File: src/rtl/prog_mem_ctrl.sv
// Loadable program memory: self-clears after reset, accepts a program over a
// valid/ready load port, and serves registered one-cycle instruction fetches.
module prog_mem_ctrl #(
  parameter int ADDR_W = 4,
  parameter int DATA_W = 8,
  parameter int DEPTH  = 2**ADDR_W
) (
  input  logic              clk,
  input  logic              rst,
  input  logic              load_start,
  input  logic              load_valid,
  input  logic              load_last,
  input  logic [DATA_W-1:0] load_data,
  output logic              load_ready,
  output logic              load_done,
  output logic [ADDR_W:0]   load_count,
  input  logic              fetch_en,
  input  logic [ADDR_W-1:0] pc,
  output logic [DATA_W-1:0] instruction,
  output logic              instr_valid,
  output logic              busy
);

  typedef enum logic [1:0] {S_CLEAR, S_IDLE, S_LOAD} state_t;

  typedef struct packed {
    logic              vld;
    logic [DATA_W-1:0] data;
  } fetch_rsp_t;

  localparam logic [ADDR_W-1:0] LAST_A  = ADDR_W'(DEPTH - 1);
  localparam logic [ADDR_W:0]   DEPTH_C = (ADDR_W+1)'(DEPTH);

  state_t            state_q, state_d;
  logic [ADDR_W-1:0] clr_ptr_q, clr_ptr_d;
  logic [ADDR_W-1:0] wr_ptr_q, wr_ptr_d;
  logic [ADDR_W:0]   cnt_q, cnt_d;
  logic              done_q, done_d;
  fetch_rsp_t        rsp_q, rsp_d;
  logic [DATA_W-1:0] mem_q [DEPTH];
  logic [DATA_W-1:0] mem_d [DEPTH];
  logic              hs;

  assign load_ready  = (state_q == S_LOAD);
  assign busy        = (state_q != S_IDLE);
  assign load_done   = done_q;
  assign load_count  = cnt_q;
  assign instruction = rsp_q.data;
  assign instr_valid = rsp_q.vld;
  assign hs          = load_ready & load_valid;

  always_comb begin
    state_d   = state_q;
    clr_ptr_d = clr_ptr_q;
    wr_ptr_d  = wr_ptr_q;
    cnt_d     = cnt_q;
    done_d    = 1'b0;
    rsp_d     = '{vld: 1'b0, data: rsp_q.data};
    mem_d     = mem_q;
    case (state_q)
      S_CLEAR: begin
        mem_d[clr_ptr_q] = '0;
        clr_ptr_d        = clr_ptr_q + ADDR_W'(1);
        if (clr_ptr_q == LAST_A) begin
          state_d   = S_IDLE;
          clr_ptr_d = '0;
        end
      end
      S_IDLE: begin
        if (fetch_en) begin
          rsp_d.vld  = 1'b1;
          // Out-of-range addresses read as zero when DEPTH < 2**ADDR_W.
          rsp_d.data = ({1'b0, pc} < DEPTH_C) ? mem_q[pc] : '0;
        end
        if (load_start) begin
          state_d  = S_LOAD;
          wr_ptr_d = '0;
          cnt_d    = '0;
        end
      end
      S_LOAD: begin
        if (hs) begin
          mem_d[wr_ptr_q] = load_data;
          wr_ptr_d        = wr_ptr_q + ADDR_W'(1);
          cnt_d           = cnt_q + (ADDR_W+1)'(1);
          if (load_last || wr_ptr_q == LAST_A) begin
            state_d = S_IDLE;
            done_d  = 1'b1;
          end
        end
      end
      default: state_d = S_CLEAR;
    endcase
  end

  always_ff @(posedge clk) begin
    if (rst) begin
      state_q   <= S_CLEAR;
      clr_ptr_q <= '0;
      wr_ptr_q  <= '0;
      cnt_q     <= '0;
      done_q    <= 1'b0;
      rsp_q     <= '0;
    end else begin
      state_q   <= state_d;
      clr_ptr_q <= clr_ptr_d;
      wr_ptr_q  <= wr_ptr_d;
      cnt_q     <= cnt_d;
      done_q    <= done_d;
      rsp_q     <= rsp_d;
    end
  end

  // Storage needs no reset: the CLEAR pass zeroes it before any fetch is served.
  always_ff @(posedge clk) begin
    mem_q <= mem_d;
  end

endmodule
File: config.mk
export PLATFORM = sky130hd
export DESIGN_NAME = prog_mem_ctrl
export DESIGN_NICKNAME = d
export VERILOG_FILES = /design/src/rtl/prog_mem_ctrl.sv
export SDC_FILE = /design/constraint.sdc
export NUM_CORES = 1
export LEC_CHECK = 0
export BUFFER_PORTS_ARGS = -buffer_cell sky130_fd_sc_hd__buf_4
export CORE_UTILIZATION = 55
export CTS_CLUSTER_DIAMETER = 200
export DETAILED_ROUTE_END_ITERATION = 10
export PLACE_DENSITY_LB_ADDON = 0.12
export SETUP_SLACK_MARGIN = 0.5
export SLEW_MARGIN = 10
export SYNTH_ARGS = -nofsm -noshare
export SYNTH_HDL_FRONTEND = slang
export SYNTH_SLANG_ARGS = --single-unit
export TNS_END_PERCENT = 10
File: constraint.sdc
create_clock -name clk -period 1.8 [get_ports clk]
set_input_delay 0.09 -clock clk [delete_from_list [all_inputs] [get_ports clk]]
set_output_delay 0.09 -clock clk [all_outputs]
set_load 0.1 [all_outputs]
; After elaboration in Yosys (flattened, before gate mapping)
; Cells that the tools add are included.
[word_totals]
wordCells = 85
romBits = 0
memories = 0
out_inout_bits = 17
ff_bits = 153
latch_bits = 0
mem_bits_rw = 0
[classes]
addsub = 3
eq_ne = 9
mux = 24
magnitude_cmp = 5
shifts = 0
n_bitwise = 9
div = 0
n_mul = 0
reduce_logical = 12
[ops]
columns = cell, n
row1 = $pmux 128 s2, 1
row2 = $and 128x128->128, 1
row3 = $bwmux 128, 1
row4 = $mux 128, 1
row5 = $not 128->128, 1
row6 = $demux 8 s4, 2
row7 = $bmux 8 s4, 1
row8 = $mux 8, 4
row9 = $ge 5x5->1 const B, 3
row10 = $not 4->5, 3
row11 = $mux 4, 3
row12 = $lt 5x1->1 const B, 2
row13 = $mux 5, 2
row14 = $pmux 5 s2, 1
row15 = $mux 9, 1
row16 = $add 4x1->4 const B, 2
row17 = $eq 4x4->1 const B, 2
row18 = $mux 2, 4
row19 = $pmux 4 s2, 1
row20 = $ne 2x1->1 const B, 3
row21 = $pmux 2 s3, 1
row22 = $add 5x1->5 const B, 1
row23 = $ne 2x2->1 const B, 2
row24 = $reduce_and 2->1, 2
row25 = 13 further kinds, 17

; Depth between registers and ports, before layout
; Gate-level depths: netlist (run 1).
[logic_depth]
ltp_word = 8
depth_mapped = 7
ltp_nobuf = 5

; Worst setup path before layout (run 1)
; No wires, ideal clock.
[synth_path]
path_type = register -> register
start = reg state_q[1]
end = reg mem_q[0] in the netlist's numbering, enable pin
t_required_ns = 1.412
stages_incl_launch_ff = 6
t_arrival_ns = 2.347
n_path_buf = 3
setup_time_ns = 0.388
path_slack_ns = -0.935
path_cell_list = dfxtp_1 > nor2b_1 > clkbuf_2 > buf_2 > buf_1 > a21oi_1
[synth_between]
elab_chain_len = 4
word_cells_on_any_way = 6
classes_between = eq/ne (2) / bitwise (1) / reduce/logical (3)
[synth_rtl]
columns = item, line
row1 = "start, declared", 34  ; state_t state_q, state_d;
row2 = "start signal, assigned", 105  ; state_q <= state_d;
row3 = $eq 2x2->1 *, 44  ; assign load_ready = (state_q == S_LOAD);
row4 = via load_ready, 14  ; output logic load_ready,
row5 = $and 1x1->1, 50  ; assign hs = load_ready & load_valid;
row6 = $ne 2x1->1 (no line), n/a
row7 = $reduce_and 2->1 (no line) *, n/a
row8 = "end signal, assigned", 116  ; mem_q <= mem_d;
row9 = "end, declared", 40  ; logic [DATA_W-1:0] mem_q [DEPTH];
; Mark *: on every way through the listed nets, which the timed path passes. The rest lies on a longest branch.
; A chain may end at the register's enable or synchronous reset.

==> results of run 1 <==
[worst max-delay path by stage]
stage	start	slack, ns	depth (start not counted)	to
2_1_floorplan	state_q[1]	0.27	5	mem_q[64]
3_3_place_gp	wr_ptr_q[0]	0.04	5	mem_q[25]
4_1_cts	state_q[1]	0.28	4	load_ready
5_1_grt	state_q[1]	0.20	7	mem_q[24]
3_5_place_dp	wr_ptr_q[0]	0.01	5	mem_q[25]
6_report	state_q[1]	0.24	7	mem_q[27]
[flip-flops by register name, indices dropped and copies added (netlist names)]
name and count:
instr_valid 1, mem_q 128, instruction 8, load_count 5, wr_ptr_q 4, state_q 2
clr_ptr_q 4, load_done 1
[cells in the final DEF (no fill, tap or decap), types with 4 or more instances in the layout]
master	Yosys	layout
o21ai_1	2	8
nand2_1	152	151
o21ai_0	140	134
clkinv_2	0	4
nor2b_4	0	4
a21oi_2	0	6
buf_4	1	85
clkbuf_16	0	17
dfxtp_1	25	12
inv_2	0	5
dfxtp_2	0	9
a21oi_4	0	21
a21oi_1	36	9
mux4_2	10	14
edfxtp_1	128	128
nor2_1	21	19
mux4_1	16	12
ha_2	0	4
a32oi_1	6	5
mux2i_1	21	18
xor2_1	5	5
buf_12	1	13
dfxtp_4	0	4
nand2b_1	7	5
a22oi_1	9	8
inv_1	9	4
[timing repair]
item                       in CTS  in global routing
resized for setup              66                 31
setup buffers                  13                 10
pin swaps                       9                  4
cloned                          1                  0
setup endpoints to repair     278                278
hold buffers                    2                  0
hold endpoints to repair       11                  0
[layout make-up]
class	instances	area, sq um	share of cell area [%]
clock buffer	20	447	4.65
clock inverter	12	150	1.56
inverter	9	33.8	0.351
multi-input combinational	468	3400	35.4
sequential	153	4370	45.5
tap	176	220	2.29
timing repair buffer	104	987	10.3
[power groups by stage]
stage                     Clock, mW  Sequential, mW  Combinational (mW)
final                          3.63            4.53               0.853
after global routing           3.80            4.57               0.929
after CTS                      3.66            4.52               0.781
after detailed placement          0            4.59               0.743
after global placement            0            4.57               0.697
after floorplan                   0            4.47               0.552
[through the flow]
stage / setup WS (ns) / instance area (sq um)
2_1_floorplan: 0.270 / 7730
3_3_place_gp: 0.0416 / 8360
3_5_place_dp: 0.0118 / 8360
4_1_cts: 0.283 / 9390
5_1_grt: 0.199 / 9610
6_report: 0.239 / 9610
[routing by layer]
metal	share of wire, %	wire length [um]
met3	8.5	1820
met1	39	8410
met2	49	10500
met5	0	0
met4	3.0	641
[worst max-delay path: stages, from the launching register on]
cell     delay, ns
dfxtp_4       0.36
nor2b_4       0.14
buf_12        0.15
buf_12        0.14
buf_12        0.13
a31oi_4       0.27
nand2_1       0.11
o21ai_0       0.09
[logic make-up (layout without fill, tap and decap cells)]
group,count (synthesis),count (layout),synth area share (%)
mux,49,49,11.7
fa+ha+maj,9,9,1.50
buf+inv,41,145,2.66
compound gates,202,202,14.5
flops,153,153,57.8
simple gates,203,203,11.3
xor+xnor,5,5,0.583
==> metrics.cfg, run 1 <==
[clocking]
cts_buffers = 17
cts_tree = done
clock-sinks = 153
h-tree-depth = 4
clk_pin_slew_ns = 0.06
root_buffer = clkbuf_16
clock_latency_ns = 0.43
clockBufferDepth = 2

[cells_and_area]
nFillCells = 889
finalNetCount = 780
fin_util_pct = 72.3
syn_to_final_growth_pct = 27.9
instances_no_fill = 942
drive_gt1_share_pct = 29.5
antennaDiodeCount = 0

[critical_path]
crit_fanout = 8
r2r_cells = 7
cp-start-kind = flip-flop
rrSetupSlack_ns = 0.24
crit_type = reg -> reg
r2r_end = mem_q[27]
critical_path_arrival_ns = 1.83
timing.rr.start = state_q[1]
end_kind = flip-flop
critPathRequiredTime_ns = 2.07

[sta]
worst_pin_slew_ns = 0.476
timing.hold.ws_ns = 0.0319
slew_viol_final = 0
post-route-period-util_pct = 86.7
setup_viol_count_final = 0
rsz0062_at_grt = true
finalClockSkew_ns = 0.00770
tns_ns = 0
hold_viol = 0
slew_headroom_pct = 68.2
fmax_ghz = 0.640
period_needed_ns = 1.56

[grt]
top_usage_layer = met2
antenna_found_initial = 0
grt_max_degree = 27
use_met1_pct = 41.5
use_met3_pct = 5.99
grt_pass1_wl_um = 32300
overflow = 0
track_usage_pct = 31.0
grt_pass1_vias = 5598
use_met2_pct = 50.6

[run]
cap_violations = 0

[routing]
routed_wl_um = 21300
ant_nets = 0
via_count = 5891
first_iter_violations = 733
wire_per_inst_um = 22.6
vias_per_cell = 6.25
drc = 0
dr.pass1.iters = 5

[floorplanning]
die_w_um = 119
start_util_pct = 56.5
coreArea_sq_um = 13300
dieArea_sq_um = 14100
die_h_um = 119
io_pins = 35
row_count = 42

[logic_synthesis]
syn_avg_cell_area_sq_um = 11.4
synthesis.yosys.warnings = 0
ys_seq_area_share_pct = 57.8
synth_fp_nets = 689
synth_common_cells = nand2_1 (152), o21ai_0 (140), edfxtp_1 (128), a21oi_1 (36), dfxtp_1 (25)
yosysTopAreaCellShare_pct = 51.1
synth_area_sq_um = 7520
synth_area_leaders = edfxtp_1 (51%), o21ai_0 (9.3%), nand2_1 (7.6%), dfxtp_1 (6.7%), mux4_1 (5.6%)
netlist_instances = 662
synth_most_common_cell = nand2_1
synth-edff-count = 128
synth_area_leader_cell = edfxtp_1
synth-seq-cells = 153
postSynth.asyncResetShare_pct = 0
ys_types = 42
yosys_most_used_dff = edfxtp_1

[pwr]
finalPower_mw = 9.01
p_switching_mw = 2.11
p_int_mw = 6.90
p_seq_share_pct = 50.3
p_leak_nw = 3.76
ir_drop_v = 0.000643
switching_share_pct = 23.4
combinationalPowerShare_pct = 9.5
clockPowerShare_pct = 40.2
power_density_nw_per_um2 = 937

[place]
dp.cells = 884
hpwl_um = 14000
port-buffer-count = 34
place_congestion = 0.909

[min_path]
hold_end = wr_ptr_q[3]
hp-class = in -> reg
min_path_cells = 3
min_from = rst

[run_status]
status = completed

Power figures use the tool's default switching activity.
==> run 2, diff against run 1 <==
--- a/config.mk
+++ b/config.mk
@@ -10,7 +10,6 @@
 export CTS_CLUSTER_DIAMETER = 200
 export DETAILED_ROUTE_END_ITERATION = 10
 export PLACE_DENSITY_LB_ADDON = 0.12
-export SETUP_SLACK_MARGIN = 0.5
 export SLEW_MARGIN = 10
 export SYNTH_ARGS = -nofsm -noshare
 export SYNTH_HDL_FRONTEND = slang
==> metrics.cfg, run 2 (synthesized netlist as in run 1, its figures left out) <==
[run_status]
status = completed

[pwr]
clockPowerShare_pct = 41.8
p_switching_mw = 2.01
combinationalPowerShare_pct = 8.4
p_seq_share_pct = 49.8
p_int_mw = 7.09
p_leak_nw = 3.60
switching_share_pct = 22.1
ir_drop_v = 0.000552
power_density_nw_per_um2 = 1010
finalPower_mw = 9.10

[grt]
overflow = 0
grt_pass1_vias = 5601
antenna_found_initial = 0
grt_max_degree = 28
grt_pass1_wl_um = 32200
track_usage_pct = 30.7

[routing]
ant_nets = 0
first_iter_violations = 805
wire_per_inst_um = 22.8
via_count = 5828
vias_per_cell = 6.34
dr.pass1.iters = 5
drc = 0
routed_wl_um = 20900

[cells_and_area]
drive_gt1_share_pct = 20.2
syn_to_final_growth_pct = 20.4
regMostFlops = mem_q
nFillCells = 995
layout_common_cells = nand2_1 (152), o21ai_0 (140), edfxtp_1 (128)
final_common_cell = nand2_1
fin_util_pct = 68.1
antennaDiodeCount = 0
largest_register_ffs = 128
finalNetCount = 757

[min_path]
hp-class = in -> reg

[critical_path]
crit_type = reg -> reg
crit_fanout = 8
cp-start-kind = flip-flop
critPathRequiredTime_ns = 2.04
critical_path_arrival_ns = 2.00
end_kind = flip-flop

[clocking]
clock_latency_ns = 0.42
clockBufferDepth = 2
root_buffer = clkbuf_16
cts_buffers = 17
cts_tree = done
h-tree-depth = 4
clk_pin_slew_ns = 0.06
post_cts_buffers = 0
clock-sinks = 153

[sta]
worst_pin_slew_ns = 1.01
setup_viol_count_final = 0
hold_viol = 0
finalClockSkew_ns = 0.00616
post-route-period-util_pct = 97.9
rsz0062_at_grt = true
fmax_ghz = 0.568
slew_headroom_pct = 32.2
slew_viol_final = 0
timing.hold.ws_ns = 0.0680
tns_ns = 0
period_needed_ns = 1.76

[floorplanning]
dieArea_sq_um = 14100
io_pins = 35
start_util_pct = 56.5
die_h_um = 119
coreArea_sq_um = 13300
row_count = 42
die_w_um = 119

[place]
port-buffer-count = 34
place_congestion = 0.838
hpwl_um = 14400

[run]
cap_violations = 0

## run 2: cell type report
type | count | area (sq um) | share of cell area, %
well taps | 176 | 220 | 2.43
flip-flops and latches | 153 | 4350 | 48.0
inverters | 9 | 33.8 | 0.373
multi-input cells | 468 | 3120 | 34.5
clock buffers | 21 | 440 | 4.86
clock inverters | 11 | 176 | 1.95
repair buffers | 81 | 713 | 7.88
## run 2: timing repair
item | CTS | global route
resized for setup | 2 | 19
hold buffers | 2 | 0
hold endpoints to repair | 11 | 0
endpoints found under the setup margin | 13 | 129
## run 2: critical path, cell delays in order (launching register included)
cell,delay [ns]
dfxtp_1,0.40
inv_1,0.11
ha_1,0.38
a31oi_2,0.46
nand2_1,0.10
o21ai_0,0.12
## run 2: path summary, 6_finish.rpt
kind / start / endpoint / slack (ns) / cells after the start
hold / removal: load_valid / state_q[1] / 0.07 / 4
hold reg to reg: load_count[4] / load_count[4] / 0.54 / 2
setup / recovery: clr_ptr_q[0] / mem_q[8] / 0.04 / 5
setup reg to reg: clr_ptr_q[0] / mem_q[8] / 0.04 / 5
## run 2: through the flow
stage	std cells	instance area, sq um	setup slack, ns
after floorplan	662	7570	0.0116
after global placement	885	8330	0.0560
after detailed placement	885	8330	-0.0101
after CTS	919	8970	-0.0316
after global routing	919	9050	-0.0396
final	919	9050	0.0384
## run 2: layer usage
layer / GRT usage (%) / routed length (um)
met5: 0 / 0
met4: 15.4 / 694
met3: 5.65 / 1670
met2: 47.4 / 9900
met1: 41.8 / 8670
## run 2: power by group through the flow
stage,sequential [mW],combinational (mW),clock [mW]
after global placement,4.58,0.701,0
final,4.54,0.764,3.80
after global routing,4.57,0.853,3.95
after floorplan,4.47,0.552,0
after CTS,4.52,0.741,3.81
after detailed placement,4.59,0.733,0
